<file path="src/rtl/cva5_fifo_skid.sv">
// cva5_fifo_skid: two-entry skid buffer between a FIFO head and its consumer.
// The FIFO pop never depends on out_ready; a saturating counter tracks output handshakes.
module cva5_fifo_skid #(
    parameter type DATA_TYPE = logic [31:0],
    parameter int  CNT_WIDTH = 16
) (
    input  logic                 clk,
    input  logic                 rst,
    input  logic                 fifo_valid,
    input  DATA_TYPE             fifo_data,
    output logic                 fifo_pop,
    output logic                 out_valid,
    output DATA_TYPE             out_data,
    input  logic                 out_ready,
    input  logic                 flush,
    output logic [1:0]           occupancy,
    output logic [CNT_WIDTH-1:0] transfer_count
);
    typedef enum logic [1:0] {EMPTY = 2'd0, ONE = 2'd1, TWO = 2'd2} state_t;

    state_t               state_q, state_d;
    DATA_TYPE             main_q, main_d, skid_q, skid_d;
    logic [CNT_WIDTH-1:0] cnt_q, cnt_d;
    logic                 xfer;

    // Gated by rst so the FIFO is never drained while the buffer is held in reset.
    assign fifo_pop       = rst & fifo_valid & ~flush & (state_q != TWO);
    assign out_valid      = state_q != EMPTY;
    assign out_data       = main_q;
    assign occupancy      = state_q;
    assign transfer_count = cnt_q;
    assign xfer           = out_valid & out_ready;

    always_comb begin
        state_d = state_q;
        main_d  = main_q;
        skid_d  = skid_q;
        cnt_d   = (xfer && cnt_q != '1) ? cnt_q + 1'b1 : cnt_q;
        if (flush) begin
            state_d = EMPTY;
        end else begin
            case (state_q)
                EMPTY: begin
                    if (fifo_pop) begin
                        main_d  = fifo_data;
                        state_d = ONE;
                    end
                end
                ONE: begin
                    if (fifo_pop && xfer) begin
                        main_d = fifo_data;
                    end else if (fifo_pop) begin
                        skid_d  = fifo_data;
                        state_d = TWO;
                    end else if (xfer) begin
                        state_d = EMPTY;
                    end
                end
                TWO: begin
                    if (xfer) begin
                        main_d  = skid_q;
                        state_d = ONE;
                    end
                end
                default: state_d = EMPTY;
            endcase
        end
    end

    always_ff @(posedge clk or negedge rst) begin
        if (!rst) begin
            state_q <= EMPTY;
            main_q  <= '0;
            skid_q  <= '0;
            cnt_q   <= '0;
        end else begin
            state_q <= state_d;
            main_q  <= main_d;
            skid_q  <= skid_d;
            cnt_q   <= cnt_d;
        end
    end
endmodule

</file>
<file path="config.mk">
export PLATFORM = sky130hd
export DESIGN_NAME = cva5_fifo_skid
export DESIGN_NICKNAME = d
export VERILOG_FILES = /design/src/rtl/cva5_fifo_skid.sv
export SDC_FILE = /design/constraint.sdc
export NUM_CORES = 1
export LEC_CHECK = 0
export ABC_AREA = 0
export CORE_ASPECT_RATIO = 1.5
export CORE_MARGIN = 5
export CORE_UTILIZATION = 53
export DETAILED_ROUTE_END_ITERATION = 10
export PLACE_DENSITY = 0.85
export SETUP_SLACK_MARGIN = 0.4
export SYNTH_ARGS = -nofsm -noshare
export SYNTH_HDL_FRONTEND = slang
export SYNTH_SLANG_ARGS = --single-unit
</file>
<file path="constraint.sdc">
create_clock -name clk -period 4.7 [get_ports clk]
set_input_delay 0.94 -clock clk [delete_from_list [all_inputs] [get_ports clk]]
set_output_delay 0.94 -clock clk [all_outputs]
set_load 0.02 [all_outputs]
</file>
==> results.txt, run 1 <==
The count of TritonRoute iterations in the first routing pass is 4. In this run the core area contains 36 standard-cell rows. After synthesis, the mean cell area works out to 12.1 um^2. The routed via count divided by cell count came out at ~5.4. The maximum level of the CTS H-tree came out at 3.

TritonCTS built the clock tree. The slack of the critical path came out at 1.38 ns. The initial cell density of the core is between 50 and 60%. The worst setup path is captured at a primary output. The number of register bits inferred by synthesis is around 80.

The fraction of met3 tracks used by global routing is under 10%. The number of max-cap violations is 0. After global routing, the most crowded layer is met2. The number of buffers inserted by post-CTS setup repair came out at 0. The multi-input gate area in the final layout came out at roughly 0.0015 mm^2. The number of global-route vias before repair was about 2800. The floorplan die area is 0.00857 mm^2. Global routing consumed, over all layers together, between 10% and 20% of the routing resources. The net count of the finished layout came out at ~420.

The number of failing hold endpoints at the final stage is 0. The headroom to the max-slew limit is a little over two fifths. The die is around 110 um tall. The startpoint identified for the worst hold timing path is skid_q[31]$_DFFE_PN0P_. The path class of the tightest hold or removal check is reg -> reg.

The worst setup path is launched from an input pin. The number of max-slew violations in the final report came to 0. The total standard cell area after synthesis is ~0.0036 mm^2.

The routed layout has around 2500 vias. The initial antenna violation count came out at 0. The residual overflow from global routing came out at 0. The met2 usage in global routing came out at between 30% and 40%. The clock network latency to the later pin of the worst-skew pair is ~0.35 ns.

The first global-routing pass estimated approximately 13000 um of wire. The distinct cell type count of the synthesized netlist came out at 33. The cts-stage hold buffer count came out at 0. The power density normalized to cell area is 408 mW/mm^2. The run finished with clean final reports.

In the final timing run, aggregate negative setup slack is 0 ns. Hold timing on the final database bottoms out at a slack of between 0.5 and 0.6 ns. After technology mapping, the gate count stands at approximately 300. The area inside the core boundary is 0.00658 mm^2.

The post-route netlist has between 15 and 20% of its cells at a drive strength greater than 1. The most critical setup path has its startpoint at fifo_valid. The required time of the critical path came out at between 3 and 4 ns. Static timing analysis puts the maximum clock frequency at roughly 300 MHz. The worst register-to-register path begins at occupancy[1]$_DFFE_PN0P_. The clock tree root buffer cell is sky130_fd_sc_hd__clkbuf_8.

The number of antenna diodes in the final layout is 0. The remaining antenna violation count is 0. The count of instances resized after the clock tree is built is 0. The final wirelength came out at 7610 um.

The worst endpoint data arrival time came out at roughly 2.4 ns. After routing the design area is about 0.0048 mm^2. The register area share after synthesis is 57.0%.

Counting every net in the synthesized netlist gives approximately 340. For this block, the initial DRC count from the detailed router was approximately 110. For the final database, setup skew stands at approximately 0.012 ns. The number of top-level pins came out at 89. Across the whole layout, storage elements account for 0.00205 mm^2. The number of buffers inserted during clock tree synthesis is 9. Setup repair after global routing left no endpoint under its margin. The number of endpoints failing setup at the final stage came out at 0. The leakage dissipation came out at between 2 and 2.5 nW. The placer congestion estimate came out at approximately 0.75.

The detailed placement HPWL is ~5300 um. After layout, the worst path uses 70.7% of the clock period. The yosys synthesis warning count is 0. The worst setup path is of the in -> out kind. The filler cells instantiated in the layout total between 400 and 500.

The met1 global-route usage came out at between 20% and 30%. At the pin with the least slew margin, the transition time is between 0.8 and 0.9 ns. The area of placed instances came out at ~0.0046 mm^2. Leaving out fill and tap cells, the most frequent cell in the layout is sky130_fd_sc_hd__clkdlybuf4s50_1.

The minimum period implied by the final worst setup slack is 3.32 ns. Compared with the post-synthesis result, the final layout area differs by 32.1%. In this run the worst path has a maximum fanout of 4. The clock-pin slew on the worst setup and hold paths came out at around 0.080 ns.

Before CTS, the worst setup slack after placement is ~1.4 ns. The clock drives a little over 80 sinks. The clock passes through at most 2 buffers. The top cell types in the final layout, fill and taps aside, are 87 x sky130_fd_sc_hd__clkdlybuf4s50_1, 82 x sky130_fd_sc_hd__dfrtp_1, 40 x sky130_fd_sc_hd__nor2_1. The total chip power is between 0.0015 and 0.002 W.

The DRC violation count after routing came out at 0. The die span in x is about 77 um. The count of input and output buffers is 88. The maximum number of pins on one net before global-route repair came out at 65.

The wire length per cell after detailed routing is 16.3 um. Across the VDD grid, the largest voltage drop is slightly below 0.0003 V.
## per-stage QoR
step,cells,utilization (%)
after global placement,450,69.2
after CTS,466,72.3
after floorplan,297,-
after global routing,466,72.3
final,466,72.3
after detailed placement,450,69.2
## path summary, 6_finish.rpt
check | endpoint | slack, ns | depth (start not counted)
setup / recovery | fifo_pop | 1.38 | 4
hold / removal | skid_q[31]$_DFFE_PN0P_ | 0.51 | 1
setup reg to reg | skid_q[3]$_DFFE_PN0P_ | 2.56 | 3
hold reg to reg | skid_q[31]$_DFFE_PN0P_ | 0.51 | 1
max in group asynchronous | out_data[18]$_DFFE_PN0P_ | 3.15 | 2
min in group asynchronous | transfer_count[14]$_DFFE_PN0P_ | 0.54 | 1
## layer usage
layer	vias to the layer above	wire, um
met2	52	4200
li1	1216	-
met1	1257	3000
met3	6	335
met4	0	75
met5	-	0
## power breakdown
group          switching, W  internal (W)
combinational      0.000234      0.000259
sequential        0.0000910      0.000835
clock              0.000257      0.000263
total              0.000582       0.00136
## area by class of cell
class | instances | share of cell area, %
Clock buffer | 11 | 2.97
Tap cell | 76 | 2.00
Inverter | 4 | 0.316
Sequential cell | 82 | 43.2
Multi-Input combinational cell | 197 | 31.3
Clock inverter | 5 | 1.32
Timing Repair Buffer | 91 | 18.9
## cells by family (layout without fill, tap and decap cells)
kind of cell	count (synthesis)	in the layout	share of synthesized area, %
xor+xnor	15	15	3.65
buf+inv	18	111	2.26
flops	82	82	57.0
simple gates	76	76	10.6
fa+ha+maj	1	1	0.348
mux	66	66	19.6
compound gates	39	39	6.50
## worst max-delay path: stages
cell,delay (ns)
sky130_fd_sc_hd__clkdlybuf4s50_1,0.52
sky130_fd_sc_hd__nand2_1,0.10
sky130_fd_sc_hd__nor3_1,0.18
sky130_fd_sc_hd__clkdlybuf4s50_1,0.64
## cell usage after synthesis, drive strengths merged
cell type	number	area share, %
a21oi	34	4.7
clkbuf	4	0.45
o41ai	1	0.76
mux2	33	10
nand3	6	0.83
xnor2	4	0.97
nand4bb	1	0.31
nor3	7	0.97
nand4	4	1.1
nand4b	1	0.24
o211ai	1	0.21
nor2	40	4.2
dfrtp	82	57
a31oi	1	0.35
mux2i	33	9.2
xor2	11	2.7
o22a	1	0.24
inv	4	0.42
o21a	1	0.21
and3	4	0.73
ha	1	0.35
nor4	3	0.52
nand3b	1	0.21
and4bb	1	0.35
nand2	4	0.42
buf	10	1.4
and3b	1	0.24
or2	1	0.17
nor2b	2	0.35
## flip-flops by register name (all words and copies together) (netlist names)
signal,cells
occupancy,2
out_data,32
skid_q,32
transfer_count,16
No activity file was read; power rests on OpenSTA's default activity.
==> run 2: changes to the inputs <==
- CORE_UTILIZATION: 53 -> 49
- PLACE_DENSITY: 0.85 -> 0.79
- clock period: 4.7 -> 3.1 ns (I/O delays scaled with it)
==> run 2 against run 1 <==
Clock-buffer cell count grew 1. Wire length down 0.79%. Clock skew shrank 0.0079 ns. Critical endpoint is now out_valid. Power up 43%. Die area rose by 7.2%. Utilization down 6.6 points. Global-route usage fell by 1.7 points. Final cell count is 4.9% higher. Setup slack lost 0.64 ns.
==> results.txt, run 2 (synthesis results as in run 1) <==
The critical path in this run is classified as reg -> out. The slack of the critical path came out at 0.738 ns (-0.641 ns). The initial antenna violation count was 0 (unchanged). The height of the chip came out at 115 um (+3.6%). The area taken by flip-flops and latches is 0.00205 mm^2 (unchanged). The initial DRC count is 56 (-49%). The switching share of power came to 29.9% (-0.16 points). The remaining antenna violation count is 0 (unchanged). The number of max-cap violations is 0 (unchanged). The residual overflow from global routing is 0 (unchanged). The count of non-filler cells in the finished layout is 489 (+4.9%). Tracing the worst setup path back leads to its startpoint at occupancy[0]$_DFFE_PN0P_. The post-synthesis to final-layout area growth was 32.0% (about the same). The minimum setup slack among reg-to-reg paths came out at 1.13 ns (-1.43 ns).

The wire length per cell after detailed routing is 15.4 um (-5.5%). The net count of the finished layout came out at 425 (+0.47%). The routed via count divided by cell count came out at 5.20 (-4.3%). The share of the cycle needed by the critical path after routing came out at about three quarters.

The pin slew with the least headroom to its limit came out at 0.582 ns (-0.267 ns). The worst reg2reg path depth came out at 5 (+2). The filler cell count came out at 597 (+24%). The total negative setup slack came out at 0 ns (unchanged). The proportion of power drawn by flip-flops and latches is 50.9% (+3.1 points). The placer congestion estimate is 0.749 (about the same). The worst clock skew on the final layout came to 0.00425 ns (-0.00790 ns). The worst-case clock buffer depth was 2 (unchanged). The number of max-slew violations in the final report is 0 (unchanged). The fraction of the core area covered by cells at the end of the flow came out at 65.7% (-6.6 points). The clock share of power came out at 22.2% (-4.6 points). The maximum fanout count along the critical path came to 10 (+6).

The power density normalized to cell area came out at 582 mW/mm^2 (+43%). The flow ran to the end, and the final reports show no timing, DRC or antenna violations. The detailed placement HPWL is 5250 um (-1.3%).

The count of input and output buffers is 88 (unchanged). The maximum number of pins on one net before global-route repair is 65 (unchanged). The overall routing resource usage was 17.5% (-1.7 points). The highest ir drop seen on vdd came to 0.000330 V (+11%). The number of failing hold endpoints at the final stage came out at 0 (unchanged). The clock-pin slew on the worst setup and hold paths is 0.08 ns (about the same).

The maximum clock frequency is 423 MHz. The headroom to the max-slew limit is 61.2% (+18 points). Setup repair after global routing left no endpoint under its margin. TritonCTS built the clock tree. The final wirelength came out at 7550 um (-0.79%). The endpoint identified for the worst register-to-register timing path is transfer_count[13]$_DFFE_PN0P_.

The cell count after placement is 476 (+5.8%). The maximum level of the CTS H-tree is 3 (unchanged). The clock sink count is 82 (unchanged). The layout cell share with drive strength beyond 1 is 14.4% (-0.73 points). The count of TritonRoute iterations in the first routing pass is 4 (unchanged).

The worst setup path is launched from a flip-flop. The number of buffers inserted during clock tree synthesis came out at 9 (unchanged). The wire length of the first global-routing pass is 12500 um (-6.5%). The required time of the critical path came to 2.48 ns (-1.28 ns). The worst endpoint data arrival time came out at 1.74 ns (-0.64 ns). The proportion of power drawn by combinational gates came out at 26.8% (+1.4 points). The minimum setup slack after placement is 0.463 ns (-0.910 ns). The routed via count is 2543 (+0.47%). The clock network latency to the later pin of the worst-skew pair came out at 0.34 ns (about the same). The initial cell density of the core is 49.8% (-4.9 points). The number of top-level pins is 89 (unchanged). The worst register-to-register path begins at transfer_count[0]$_DFFE_PN0P_.

The area inside the core boundary came out at 0.00723 mm^2 (+9.9%). The minimum period implied by the final worst setup slack is approximately 2.4 ns. The die span in x came to 80.0 um (+3.5%). The cts-stage hold buffer count was 0 (unchanged).

The multi-input gate area in the final layout came out at 0.00149 mm^2 (unchanged). The number of global-route vias before repair is 2726 (-3.0%). The leakage dissipation is 2.05 nW (+0.23%). The commonest non-fill, non-tap cell in the layout is sky130_fd_sc_hd__clkdlybuf4s50_1. The top cell types in the final layout, fill and taps aside, are 86 x sky130_fd_sc_hd__clkdlybuf4s50_1, 82 x sky130_fd_sc_hd__dfrtp_1, 40 x sky130_fd_sc_hd__nor2_1. The DRC violation count after routing is 0 (unchanged).

The floorplan die area came out at 0.00920 mm^2 (+7.2%). In this run the worst hold path is classified as in -> async. Following the worst setup path forward leads to its endpoint at out_valid. The total inserted antenna cells came out at 0 (unchanged). The internal power contribution came out at 0.00194 W (+43%). The final-layout worst hold slack is 0.359 ns (-0.154 ns). The switching power came out at 0.000826 W (+42%). The number of endpoints failing setup at the final stage came out at 0 (unchanged). The floorplan row count is 38 (+5.6%). STA classifies the critical path endpoint as a primary output. The root buffer cell chosen for the clock tree is sky130_fd_sc_hd__clkbuf_8.
## run 2: through the flow
| stage | total power (W) | cell area [um^2] |
|---|---|---|
| 2_1_floorplan | 0.00179 | 3600 |
| 3_3_place_gp | 0.00216 | 4610 |
| 3_5_place_dp | 0.00218 | 4610 |
| 4_1_cts | 0.00280 | 4750 |
| 5_1_grt | 0.00291 | 4750 |
| 6_report | 0.00277 | 4750 |
## run 2: layer usage
layer / vias up / routed length [um] / track usage [%]
li1: 1222 / - / -
met1: 1256 / 2990 / 20.1
met2: 53 / 4040 / 30.6
met3: 12 / 356 / 3.84
met4: 0 / 165 / 8.57
met5: - / 0 / 0
## run 2: layout make-up
type | count | share of cell area [%]
Inverter | 4 | 0.316
Clock inverter | 1 | 0.105
Tap cell | 100 | 2.63
Timing Repair Buffer | 93 | 19.6
Multi-Input combinational cell | 197 | 31.3
Clock buffer | 12 | 2.84
Sequential cell | 82 | 43.2
## run 2: worst max-delay path, stage by stage, from the launching register on
cell                              delay [ns]
sky130_fd_sc_hd__dfrtp_1                0.52
sky130_fd_sc_hd__or2_2                  0.34
sky130_fd_sc_hd__clkdlybuf4s50_1        0.54
## run 2: power by group through the flow
stage / registers (W) / clock network, W / logic, W
2_1_floorplan: 0.00155 / 0 / 0.000245
3_3_place_gp: 0.00142 / 0 / 0.000738
3_5_place_dp: 0.00143 / 0 / 0.000753
4_1_cts: 0.00141 / 0.000637 / 0.000755
5_1_grt: 0.00144 / 0.000667 / 0.000806
6_report: 0.00141 / 0.000615 / 0.000742
## run 2: how the worst min path moves through the flow
stage | start | end | cells past startpoint
final | rst | transfer_count[5]$_DFFE_PN0P_ | 2
after global routing | rst | occupancy[0]$_DFFE_PN0P_ | 2
after CTS | rst | occupancy[0]$_DFFE_PN0P_ | 2
after detailed placement | skid_q[3]$_DFFE_PN0P_ | skid_q[3]$_DFFE_PN0P_ | 1
after global placement | skid_q[19]$_DFFE_PN0P_ | skid_q[19]$_DFFE_PN0P_ | 1
after floorplan | rst | occupancy[0]$_DFFE_PN0P_ | 0
## run 2: what timing repair did
action,4_1_cts,5_1_grt
setup endpoints to repair,0,1
setup buffers,0,0
gates resized for setup,0,1
==> run 3: changes to the inputs <==
- CORE_UTILIZATION: 49 -> 44
- PLACE_DENSITY: 0.79 -> 0.75
- clock period: 3.1 -> 1.95 ns (I/O delays scaled with it)
==> run 3 against run 2 <==
Power is 96% higher. Via count is 12% higher. Register-to-register slack worse by 0.84 ns. Sequential power is 62% higher. Final cell count is 13% higher. Clock-buffer cell count is 1 higher. Die area is 10% higher. Setup slack worse by 0.45 ns. Utilization is 8.7 points higher. Sequential share of layout area is 8.5 points lower. Critical path type is now reg -> reg.
==> results.txt, run 3 (synthesis results as in run 1) <==
The overall routing resource usage is 18.7% (+1.1 points). The sum of met2 wire segment lengths after detailed routing came to 5400 um (+34%). The required time of the critical path came out at 2.21 ns (-0.27 ns).

The library cells used most frequently in the layout, excluding fill and tap cells, are 72 x sky130_fd_sc_hd__dfrtp_1, 46 x sky130_fd_sc_hd__dlygate4sd2_1, 33 x sky130_fd_sc_hd__mux2i_1. Setup repair after global routing could not meet its margin everywhere. The number of top-level pins came out at 89 (unchanged). The tree is rooted in a sky130_fd_sc_hd__clkbuf_16. The routed length on met1 is 3750 um (+25%). The final-layout worst hold slack is 0.0898 ns (-0.269 ns). The wire length per cell after detailed routing came to 17.8 um (+15%). The worst endpoint data arrival time came to 1.92 ns (+0.18 ns). The run finished with clean final reports.

The count of input and output buffers came out at 88 (unchanged). The cell count after placement came to 491 (+3.2%). The residual overflow from global routing came out at 0 (unchanged). The clock tree from TritonCTS is yes. The clock network latency to the later pin of the worst-skew pair is 0.33 ns (about the same).

The initial cell density of the core is 45.0% (-4.9 points). The remaining antenna violation count came out at 0 (unchanged). The number of endpoints failing setup at the final stage came out at 0 (unchanged).

The clock sink count came to 82 (unchanged). The detailed placement HPWL is 5580 um (+6.3%). The placer congestion estimate is 0.725 (-3.2%). The DRC violation count after routing is 0 (unchanged). The worst setup path is captured at a flip-flop. The number of buffers inserted during clock tree synthesis is 9 (unchanged). The count of non-filler cells in the finished layout was 552 (+13%). For this run, the top clock speed supported by timing is around 600 MHz. The routed via count is 2858 (+12%). The post-synthesis to final-layout area growth is 65.5%. The routed via count divided by cell count is 5.18 (-0.44%). The net count of the finished layout is 481 (+13%). The nature of the critical path startpoint is a flip-flop. The power density normalized to cell area came out at 909 mW/mm^2 (+56%). The layout cell share with drive strength beyond 1 is 43.0% (+29 points).

The final critical path takes up 85.2% of the cycle. The height of the chip is 121 um (+5.0%). The total inserted antenna cells is 0 (unchanged). The highest ir drop seen on vdd came out at 0.000728 V (+120%). The pin slew with the least headroom to its limit came out at 0.469 ns (-0.113 ns). The number of failing hold endpoints at the final stage came to 0 (unchanged). The count of TritonRoute iterations in the first routing pass is 4 (unchanged).

The floorplan die area is 0.0101 mm^2 (+10%). The maximum number of pins on one net before global-route repair is 35 (-46%). The clock-pin slew on the worst setup and hold paths is 0.06 ns (-0.02 ns).

The minimum period implied by the final worst setup slack is about 1.7 ns. The maximum fanout count along the critical path came to 7 (-3). The met3 wire length is 387 um (+8.7%). The initial antenna violation count is 0 (unchanged). The area inside the core boundary came out at 0.00801 mm^2 (+11%). The library cell used most frequently in the layout, excluding fill and tap cells, is sky130_fd_sc_hd__dfrtp_1.

The worst clock skew on the final layout came out at 0.00357 ns (-0.000680 ns). The path type of the worst min-delay path is in -> async. The leakage dissipation came to 2.62 nW (+28%). The initial DRC count came out at 81 (+45%). The wire length of the first global-routing pass is 14800 um (+19%). The worst-case clock buffer depth is 2 (unchanged).

The floorplan row count came out at 40 (+5.3%). The number of max-slew violations in the final report came out at 0 (unchanged). The number of global-route vias before repair is 2938 (+7.8%). The die span in x was 83.9 um (+4.8%). The final wirelength is 9800 um (+30%). The maximum level of the CTS H-tree was 3 (unchanged). The highest metal layer with signal wires is met4. By startpoint and endpoint, the worst setup path is classified as reg -> reg.

The number of max-cap violations is 0 (unchanged). The headroom to the max-slew limit came out at 68.6% (+7.4 points).
## run 3: power breakdown
| group | leakage [nW] | internal [W] | total, W | switching (W) |
|---|---|---|---|---|
| clock network | 0.152 | 0.00109 | 0.00172 | 0.000629 |
| logic | 1.48 | 0.000735 | 0.00142 | 0.000683 |
| registers | 0.986 | 0.00203 | 0.00228 | 0.000257 |
| total | 2.62 | 0.00385 | 0.00542 | 0.00157 |
## run 3: worst paths after layout
| path | from | to | slack (ns) | depth (start not counted) |
|---|---|---|---|---|
| worst max-delay path | occupancy[1]$_DFFE_PN0P_ | out_data[21]$_DFFE_PN0P_ | 0.29 | 8 |
| worst min-delay path | rst | occupancy[1]$_DFFE_PN0P_ | 0.09 | 2 |
| worst max register to register | occupancy[1]$_DFFE_PN0P_ | out_data[21]$_DFFE_PN0P_ | 0.29 | 8 |
| worst min register to register | skid_q[24]$_DFFE_PN0P_ | skid_q[24]$_DFFE_PN0P_ | 0.51 | 1 |
| max in group asynchronous | rst | skid_q[23]$_DFFE_PN0P_ | 1.50 | 2 |
| min in group clk | skid_q[24]$_DFFE_PN0P_ | skid_q[24]$_DFFE_PN0P_ | 0.51 | 1 |
## run 3: stage by stage
step	total power, W	area [um^2]	utilization, %	setup WS [ns]	TNS, ns
2_1_floorplan	0.00288	3660	-	0.216	0
3_3_place_gp	0.00348	4770	59.6	-0.127	-0.127
3_5_place_dp	0.00353	4770	59.6	-0.161	-0.722
4_1_cts	0.00525	5520	68.9	0.214	0
5_1_grt	0.00569	5960	74.4	0.222	0
6_report	0.00542	5960	74.4	0.288	0
## run 3: cell type report
type / instances / area, um^2
clock inverter: 2 / 35.0
fill: 526 / 2050
timing repair buffer: 149 / 1630
multi-input combinational: 197 / 1810
clock buffer: 13 / 270
sequential: 82 / 2060
inverter: 4 / 15.0
tap: 105 / 131
## run 3: routing by layer
layer | GRT usage (%) | up-vias
met2 | 33.0 | 65
met1 | 21.2 | 1437
li1 | - | 1338
met4 | 7.24 | 0
met3 | 5.32 | 18
met5 | 0 | -
## run 3: critical path: stages, from the launching register on
cell	delay [ns]
sky130_fd_sc_hd__dfrtp_2	0.42
sky130_fd_sc_hd__buf_6	0.14
sky130_fd_sc_hd__nand4b_1	0.21
sky130_fd_sc_hd__a31oi_4	0.25
sky130_fd_sc_hd__buf_12	0.16
sky130_fd_sc_hd__buf_8	0.11
sky130_fd_sc_hd__clkbuf_16	0.15
sky130_fd_sc_hd__nor2_4	0.03
sky130_fd_sc_hd__a21oi_2	0.11
## run 3: timing repair
| action | in CTS | in global routing |
|---|---|---|
| cloned | 8 | 1 |
| hold buffers | 0 | 0 |
| buffers inserted | 19 | 18 |
| pin swaps | 9 | 15 |
| gates resized for setup | 87 | 89 |
| endpoints found under the setup margin | 130 | 86 |
